--- src/rtl/chip_cp_arb_pkg.sv ---
// Shared types for the chip control-plane arbiter: source encoding and the
// request record carried through the output stage.
package chip_cp_arb_pkg;

  localparam int unsigned CP_ADDR_W = 37;
  localparam int unsigned CP_DATA_W = 28;
  localparam int unsigned CP_CNT_W  = 4;

  typedef enum logic {
    SRC_A = 1'b0,
    SRC_B = 1'b1
  } cp_src_e;

  typedef struct packed {
    logic [CP_ADDR_W-1:0] addr;
    logic [CP_DATA_W-1:0] data;
    cp_src_e              src;
  } cp_req_t;

  // Saturating increment of the burst counter.
  function automatic logic [CP_CNT_W-1:0] sat_inc(input logic [CP_CNT_W-1:0] cnt,
                                                  input logic [CP_CNT_W-1:0] lim);
    return (cnt >= lim) ? lim : cnt + CP_CNT_W'(1);
  endfunction

endpackage

--- src/rtl/chip_cp_out_stage.sv ---
// Single-entry valid/ready output register. Accepts a new entry whenever it is
// empty or its current entry drains in the same cycle.
module chip_cp_out_stage
  import chip_cp_arb_pkg::*;
#(
  parameter type req_t = cp_req_t
) (
  input  logic clk,
  input  logic rst_n,
  input  logic in_valid,
  input  req_t in_req,
  output logic load_en,
  output logic out_valid,
  output req_t out_req,
  input  logic out_ready
);

  logic valid_q, valid_d;
  req_t req_q, req_d;

  assign load_en   = !valid_q || out_ready;
  assign out_valid = valid_q;
  assign out_req   = req_q;

  always_comb begin
    valid_d = valid_q;
    req_d   = req_q;
    if (load_en) begin
      valid_d = in_valid;
      if (in_valid) begin
        req_d = in_req;
      end
    end
  end

  always_ff @(posedge clk or negedge rst_n) begin
    if (!rst_n) begin
      valid_q <= 1'b0;
      req_q   <= '0;
    end else begin
      valid_q <= valid_d;
      req_q   <= req_d;
    end
  end

endmodule

--- src/rtl/chip_cp_arbiter.sv ---
// Weighted round-robin arbiter: block_a gets up to MAX_BURST consecutive grants
// while block_b waits, then block_b gets one slot. Output is registered.
module chip_cp_arbiter
  import chip_cp_arb_pkg::*;
#(
  parameter int unsigned ADDR_WIDTH = CP_ADDR_W,
  parameter int unsigned DATA_WIDTH = CP_DATA_W,
  parameter int unsigned MAX_BURST  = 4
) (
  input  logic                  clk,
  input  logic                  rst_n,
  input  logic                  a_valid,
  output logic                  a_ready,
  input  logic [ADDR_WIDTH-1:0] a_addr,
  input  logic [DATA_WIDTH-1:0] a_data,
  input  logic                  b_valid,
  output logic                  b_ready,
  input  logic [ADDR_WIDTH-1:0] b_addr,
  input  logic [DATA_WIDTH-1:0] b_data,
  output logic                  out_valid,
  input  logic                  out_ready,
  output logic [ADDR_WIDTH-1:0] out_addr,
  output logic [DATA_WIDTH-1:0] out_data,
  output logic                  out_src
);

  localparam logic [CP_CNT_W-1:0] BurstLim = CP_CNT_W'(MAX_BURST);

  typedef struct packed {
    logic [ADDR_WIDTH-1:0] addr;
    logic [DATA_WIDTH-1:0] data;
    cp_src_e               src;
  } req_t;

  logic                load_en;
  logic                a_wins;
  logic                grant_a;
  logic                grant_b;
  logic [CP_CNT_W-1:0] burst_cnt_q, burst_cnt_d;
  cp_src_e             last_src_q, last_src_d;
  req_t                in_req;
  req_t                out_req;

  // A wins a tie until its burst allowance is used up; readies are held low in reset.
  always_comb begin
    a_wins  = !b_valid || (burst_cnt_q < BurstLim);
    grant_a = rst_n && load_en && a_valid && a_wins;
    grant_b = rst_n && load_en && b_valid && !(a_valid && a_wins);
  end

  assign a_ready = grant_a;
  assign b_ready = grant_b;

  always_comb begin
    in_req.addr = grant_b ? b_addr : a_addr;
    in_req.data = grant_b ? b_data : a_data;
    in_req.src  = grant_b ? SRC_B : SRC_A;
  end

  always_comb begin
    burst_cnt_d = burst_cnt_q;
    last_src_d  = last_src_q;
    if (!b_valid || grant_b) begin
      burst_cnt_d = '0;
    end else if (grant_a) begin
      burst_cnt_d = sat_inc(burst_cnt_q, BurstLim);
    end
    if (grant_a) begin
      last_src_d = SRC_A;
    end else if (grant_b) begin
      last_src_d = SRC_B;
    end
  end

  always_ff @(posedge clk or negedge rst_n) begin
    if (!rst_n) begin
      burst_cnt_q <= '0;
      last_src_q  <= SRC_B;
    end else begin
      burst_cnt_q <= burst_cnt_d;
      last_src_q  <= last_src_d;
    end
  end

  chip_cp_out_stage #(
    .req_t (req_t)
  ) u_out_stage (
    .clk       (clk),
    .rst_n     (rst_n),
    .in_valid  (grant_a || grant_b),
    .in_req    (in_req),
    .load_en   (load_en),
    .out_valid (out_valid),
    .out_req   (out_req),
    .out_ready (out_ready)
  );

  assign out_addr = out_req.addr;
  assign out_data = out_req.data;
  // last_src equals the stored src whenever the stage holds an entry.
  assign out_src  = out_valid ? last_src_q : out_req.src;

endmodule

--- config.mk ---
export PLATFORM = sky130hd
export DESIGN_NAME = chip_cp_arbiter
export DESIGN_NICKNAME = d
export VERILOG_FILES = /design/src/rtl/chip_cp_arb_pkg.sv /design/src/rtl/chip_cp_out_stage.sv /design/src/rtl/chip_cp_arbiter.sv
export SDC_FILE = /design/constraint.sdc
export NUM_CORES = 1
export LEC_CHECK = 0
export CORE_MARGIN = 1
export CORE_UTILIZATION = 38
export CTS_CLUSTER_DIAMETER = 100
export CTS_CLUSTER_SIZE = 20
export DETAILED_ROUTE_END_ITERATION = 12
export PLACE_DENSITY = 0.78
export SYNTH_ARGS = -nofsm -noshare
export SYNTH_HDL_FRONTEND = slang
export SYNTH_SLANG_ARGS = --single-unit
--- constraint.sdc ---
create_clock -name clk -period 1.33 [get_ports clk]
set_input_delay 0.266 -clock clk [delete_from_list [all_inputs] [get_ports clk]]
set_output_delay 0.266 -clock clk [all_outputs]
set_load 0.05 [all_outputs]
=== Word level (Yosys, flattened, before mapping) ===
Cells that the tools add are included.

* Register bits: 72
* Input port bits: 135
* Output and inout bits: 69
* Word-level logic and storage cells: 34

* $add $sub $neg: 1
* Order comparisons: 2
* Multiplexer cells: 9
* Reduce and logical (&&, ||, !) cells: 16

{| class="wikitable"
|+ Operator list
! cell !! count
|-
| two-way mux 37 bit || 1
|-
| two-way mux 28 bit || 1
|-
| two-way mux 4 bit || 3
|-
| logical AND 1 bit || 6
|-
| adder 4 x 1 -> 4 bit (second input constant) || 1
|-
| greater-or-equal comparator 4 x 3 -> 1 bit (second input constant) || 1
|-
| logical OR 1 bit || 4
|-
| < comparator 4 x 3 -> 1 bit (second input constant) || 1
|-
| two-way mux 1 bit || 4
|-
| nonzero test 2 bit || 2
|-
| zero test 1 bit || 3
|-
| AND reduction 2 bit || 1
|}

=== Longest topological paths before layout ===
* Depth after elaboration: 7
* Mapped depth: 6
* Depth with buffers taken out: 3

=== Modules after synthesis ===
Synthesis repeated with hierarchy kept, for this count alone.

* Cells, all modules: 242
* Area total of the unflattened synthesis: 3,906.2 um^2

{| class="wikitable"
|+ Modules (own cells, without submodules)
! module !! times used !! cells each !! area an instance (um^2) !! sequential area each (um^2)
|-
| chip_cp_out_stage || 1 || 143 || 2,697.6 || 1,676.6
|-
| chip_cp_arbiter || 1 || 99 || 1,208.7 || 126.4
|}

=== Worst setup path before layout ===
No wires, ideal clock.

* Path type: flip-flop to output port
* From: register u_out_stage.valid_q (netlist: u_out_stage.out_valid)
* To: output b_ready
* Arrival: 2,275 ps
* Required time: 1,064 ps
* Setup slack: -1,211 ps
* Stages on the path, launching flop included: 5
* Buffers on the path: 2
* Path through: dfrtp_1 > nor2b_1 > buf_2 > buf_2 > nor3_1

* Word-level cells in the longest chain between the ends: 5

{| class="wikitable"
|+ Ends and longest elaborated chain
! element !! RTL line !! source
|-
| start: declaration || chip_cp_out_stage.sv:18 || <nowiki>logic valid_q, valid_d;</nowiki>
|-
| start signal: assignment || chip_cp_out_stage.sv:41 || <nowiki>valid_q <= valid_d;</nowiki>
|-
| zero test 1 bit || chip_cp_out_stage.sv:21 || <nowiki>assign load_en = !valid_q || out_ready;</nowiki>
|-
| logical OR 1 bit || chip_cp_out_stage.sv:21 ||
|-
| logical AND 1 bit (3 in series) || chip_cp_arbiter.sv:48 || <nowiki>grant_b = rst_n && load_en && b_valid && !(a_valid && a_wins);</nowiki>
|-
| end: declaration || chip_cp_arbiter.sv:17 || <nowiki>output logic b_ready,</nowiki>
|}

Every way passes these cells.

=== Worst setup path after layout ===
* From: register burst_cnt_q[2]
* To: output b_ready

* Word-level cells in the longest chain between the ends: 5

{| class="wikitable"
|+ Ends and longest elaborated chain
! element !! RTL line !! source
|-
| start: declaration || chip_cp_arbiter.sv:39 || <nowiki>logic [CP_CNT_W-1:0] burst_cnt_q, burst_cnt_d;</nowiki>
|-
| start signal: assignment || chip_cp_arbiter.sv:80 || <nowiki>burst_cnt_q <= burst_cnt_d;</nowiki>
|-
| < comparator 4 x 3 -> 1 bit || chip_cp_arbiter.sv:46 || <nowiki>a_wins = !b_valid || (burst_cnt_q < BurstLim);</nowiki>
|-
| logical OR 1 bit || chip_cp_arbiter.sv:46 ||
|-
| logical AND 1 bit || chip_cp_arbiter.sv:48 ||
|-
| zero test 1 bit || chip_cp_arbiter.sv:48 ||
|-
| logical AND 1 bit || chip_cp_arbiter.sv:48 ||
|}

Every way passes these cells.

==> flow_metrics.env <==
export IMPL_status="complete, but fails checks"
export IMPL_violations="setup timing"
export IMPL_rsz0062_at_grt="true"
export IMPL_wl_per_cell_um=23.84
export IMPL_dr_total_vias=5025
export IMPL_ioPinCount=204
export IMPL_fin_crit_sh_pct=125.0
export IMPL_crit_path_max_fanout=4
export IMPL_drive_above_1_share_pct=31.39
export IMPL_p_total_mw=10.48
export IMPL_maxCapViolations=0
export IMPL_core_um2=11030
export IMPL_critPathLaunchType="flop"
export IMPL_regArea_um2=1807
export IMPL_htree_levels=3
export IMPL_cts_buffers=9
export IMPL_r2r_start="burst_cnt_q[3]$_DFFE_PN0P_"
export IMPL_diodes=0
export IMPL_drt_iter0_drc=505
export IMPL_yosysSeqAreaShare_pct=41.12
export IMPL_drt_first_pass_iters=6
export IMPL_drc=0
export IMPL_yosys_area_top_type="dfrtp_1"
export IMPL_grt_pass1_wl_um=26520
export IMPL_tightest_slew_ns=0.4463
export IMPL_grtUsageTotal_pct=29.22
export IMPL_p_per_area_nw_per_um2=1269
export IMPL_grt_pass1_vias=4952
export IMPL_die_x_um=109.4
export IMPL_worstReg2RegEnd="u_out_stage.out_req[9]$_DFFE_PN0P_"
export IMPL_clock_latency_ns=0.33
export IMPL_avgSynthCellArea_um2=8.911
export IMPL_required_ns=1.06
export IMPL_rrSetupSlack_ns=-0.29
export IMPL_place_congestion=0.8023
export IMPL_grt_max_degree=73
export IMPL_via_per_inst=6.492
export IMPL_multi_input_area_um2=2430
export IMPL_cts_root_buf="clkbuf_16"
export IMPL_num_rows=38
export IMPL_clockBufferDepth=2
export IMPL_cts_tree="yes"
export IMPL_synthTopCellsByArea="dfrtp_1 (41%), a31oi_1 (19%), buf_4 (11%), o31ai_1 (11%), nand3_1 (7.5%)"
export IMPL_finalSetupViolCount=69
export IMPL_final_setup_worst_slack_ns=-0.3320
export IMPL_arrival_ns=1.40
export IMPL_cts_sinks=72
export IMPL_dp_hpwl_um=10500
export IMPL_yosys_warnings=0
export IMPL_wirelength_um=18450
export IMPL_final_cell_mix="clkdlybuf4s50_1 (131), a31oi_1 (129), buf_12 (84), dfrtp_1 (68), nand3_1 (65)"
export IMPL_finalClockSkew_ns=0.009513
export IMPL_cts_reportedPaths_clkPinSlew_ns=0.06
export IMPL_fillCellCount=684
export IMPL_synth_top_area_share_pct=40.53
export IMPL_worstSetupStartpoint="burst_cnt_q[2]$_DFFE_PN0P_"
export IMPL_fp_dieH_um=109.4
export IMPL_max_freq_mhz=601.7
export IMPL_r2r_cells=7
export IMPL_final_cells=774
export IMPL_final_max_slew_violation_count=0
export IMPL_ys_ff_latch=72
export IMPL_dp_cells=737
export IMPL_crit_type="reg -> out"
export IMPL_slew_headroom_pct=70.15
export IMPL_yosys_cell_types_count=29
export IMPL_dieArea_um2=11970
export IMPL_io_buffer_count=203
export IMPL_peakVddDrop_mv=0.7193
export IMPL_drtAntennaViolNets=0
export IMPL_holdCritPathClass="in -> async"
export IMPL_hold_viol=0
export IMPL_area_growth_syn_to_layout_pct=88.33
export IMPL_crit_chain="nor3b_4, buf_6, nor3_4, buf_12"
export IMPL_p_leak_nw=3.094
export IMPL_max_stage_delay_ns=0.43
export IMPL_period_needed_ns=1.662
export IMPL_start_util_pct=39.75
export IMPL_slowest_stage="dfrtp_2"
export IMPL_num_nets_final=765
export IMPL_antenna_found_initial=0
export IMPL_netlist_instances=492
export IMPL_synth_nets=628
export IMPL_end_kind="output pin"
export IMPL_grt_ovfl_total=0
export IMPL_synth_area_um2=4384
export IMPL_layout_commonest_cell="clkdlybuf4s50_1"
[through the flow]
| step | instance area [um2] | setup TNS (ns) | util [%] | hold WS (ns) | setup WS [ns] |
|---|---|---|---|---|---|
| after floorplan | 4504 | -5.724 | - | -0.02959 | -0.3295 |
| after global placement | 6958 | -33.02 | 63.08 | 0.2479 | -0.5133 |
| after detailed placement | 6958 | -35.60 | 63.08 | 0.2579 | -0.5538 |
| after CTS | 8034 | -12.39 | 72.83 | -0.02057 | -0.3029 |
| after global routing | 8257 | -16.74 | 74.85 | 0.09790 | -0.3756 |
| final | 8257 | -12.71 | 74.85 | 0.09514 | -0.3320 |
[worst max path at each step]
stage	end	slack, ns	cells past startpoint
2_1_floorplan	b_ready	-0.33	4
3_3_place_gp	burst_cnt_q[0]$_DFFE_PN0P_	-0.51	4
3_5_place_dp	u_out_stage.out_req[20]$_DFFE_PN0P_	-0.55	6
4_1_cts	b_ready	-0.30	4
5_1_grt	b_ready	-0.38	4
6_report	b_ready	-0.33	4
[worst max-delay path: cells and delay by family (launching register included)]
family | cells | cell delay (ns)
flip-flops | 1 | 0.43
AND/OR/NAND/NOR | 2 | 0.33
buffers and inverters | 2 | 0.31
[final cells by class]
cell class | instances | share of cell area (%)
inverter | 1 | 0.04546
sequential | 72 | 21.88
clock inverter | 5 | 0.6668
timing repair buffer | 258 | 42.79
tap | 140 | 2.122
clock buffer | 11 | 3.061
multi-input combinational | 287 | 29.43
[metal layers]
layer  GRT usage (%)  part of all wire [%]
met2           50.22                    51
met5               0                     0
met1           34.48                    35
met4           16.95                   4.6
met3           4.683                   9.3
[repair_timing]
action                                  CTS  global route
pin swaps                                77            25
buffers inserted                          7             3
gates resized for setup                  86            29
gates cloned                              7             2
endpoints found under the setup margin   72            72
hold buffers                              1             3
hold endpoints to repair                 38             7
[where the power goes]
part	internal (mW)	total, mW	switching (mW)
Combinational	2.41	4.98	2.56
Clock	1.55	2.50	0.948
Sequential	2.57	3.01	0.438
Total	6.53	10.5	3.95
[cell families (layout without fill, tap and decap cells)]
| logic type | after synthesis | after routing | share of synthesized area (%) |
|---|---|---|---|
| compound gates | 205 | 205 | 31.16 |
| buf+inv | 133 | 275 | 17.49 |
| flops | 72 | 72 | 41.12 |
| simple gates | 80 | 80 | 9.675 |
| fa+ha+maj | 1 | 1 | 0.2853 |
| mux | 1 | 1 | 0.2568 |
[sequential cells by signal, summed over array words and instances, names as in the netlist]
name	cells
last_src_q	1
burst_cnt_q	4
u_out_stage.out_req	66
u_out_stage.out_valid	1
[synthesized netlist by cell type (all sizes together)]
cell	count
dfstp	1
o21ai	3
nand2	2
or4	1
o21a	1
or2	2
a31oi	130
ha	1
a21oi	1
nand2b	1
nor2	1
clkbuf	41
dfrtp	71
nor3	1
and3	1
nand4	2
nor3b	1
o31ai	65
a21o	2
mux2	1
a21boi	3
inv	1
nor2b	1
or3b	1
buf	91
nand3	66
(Power assumes the default switching activity.)
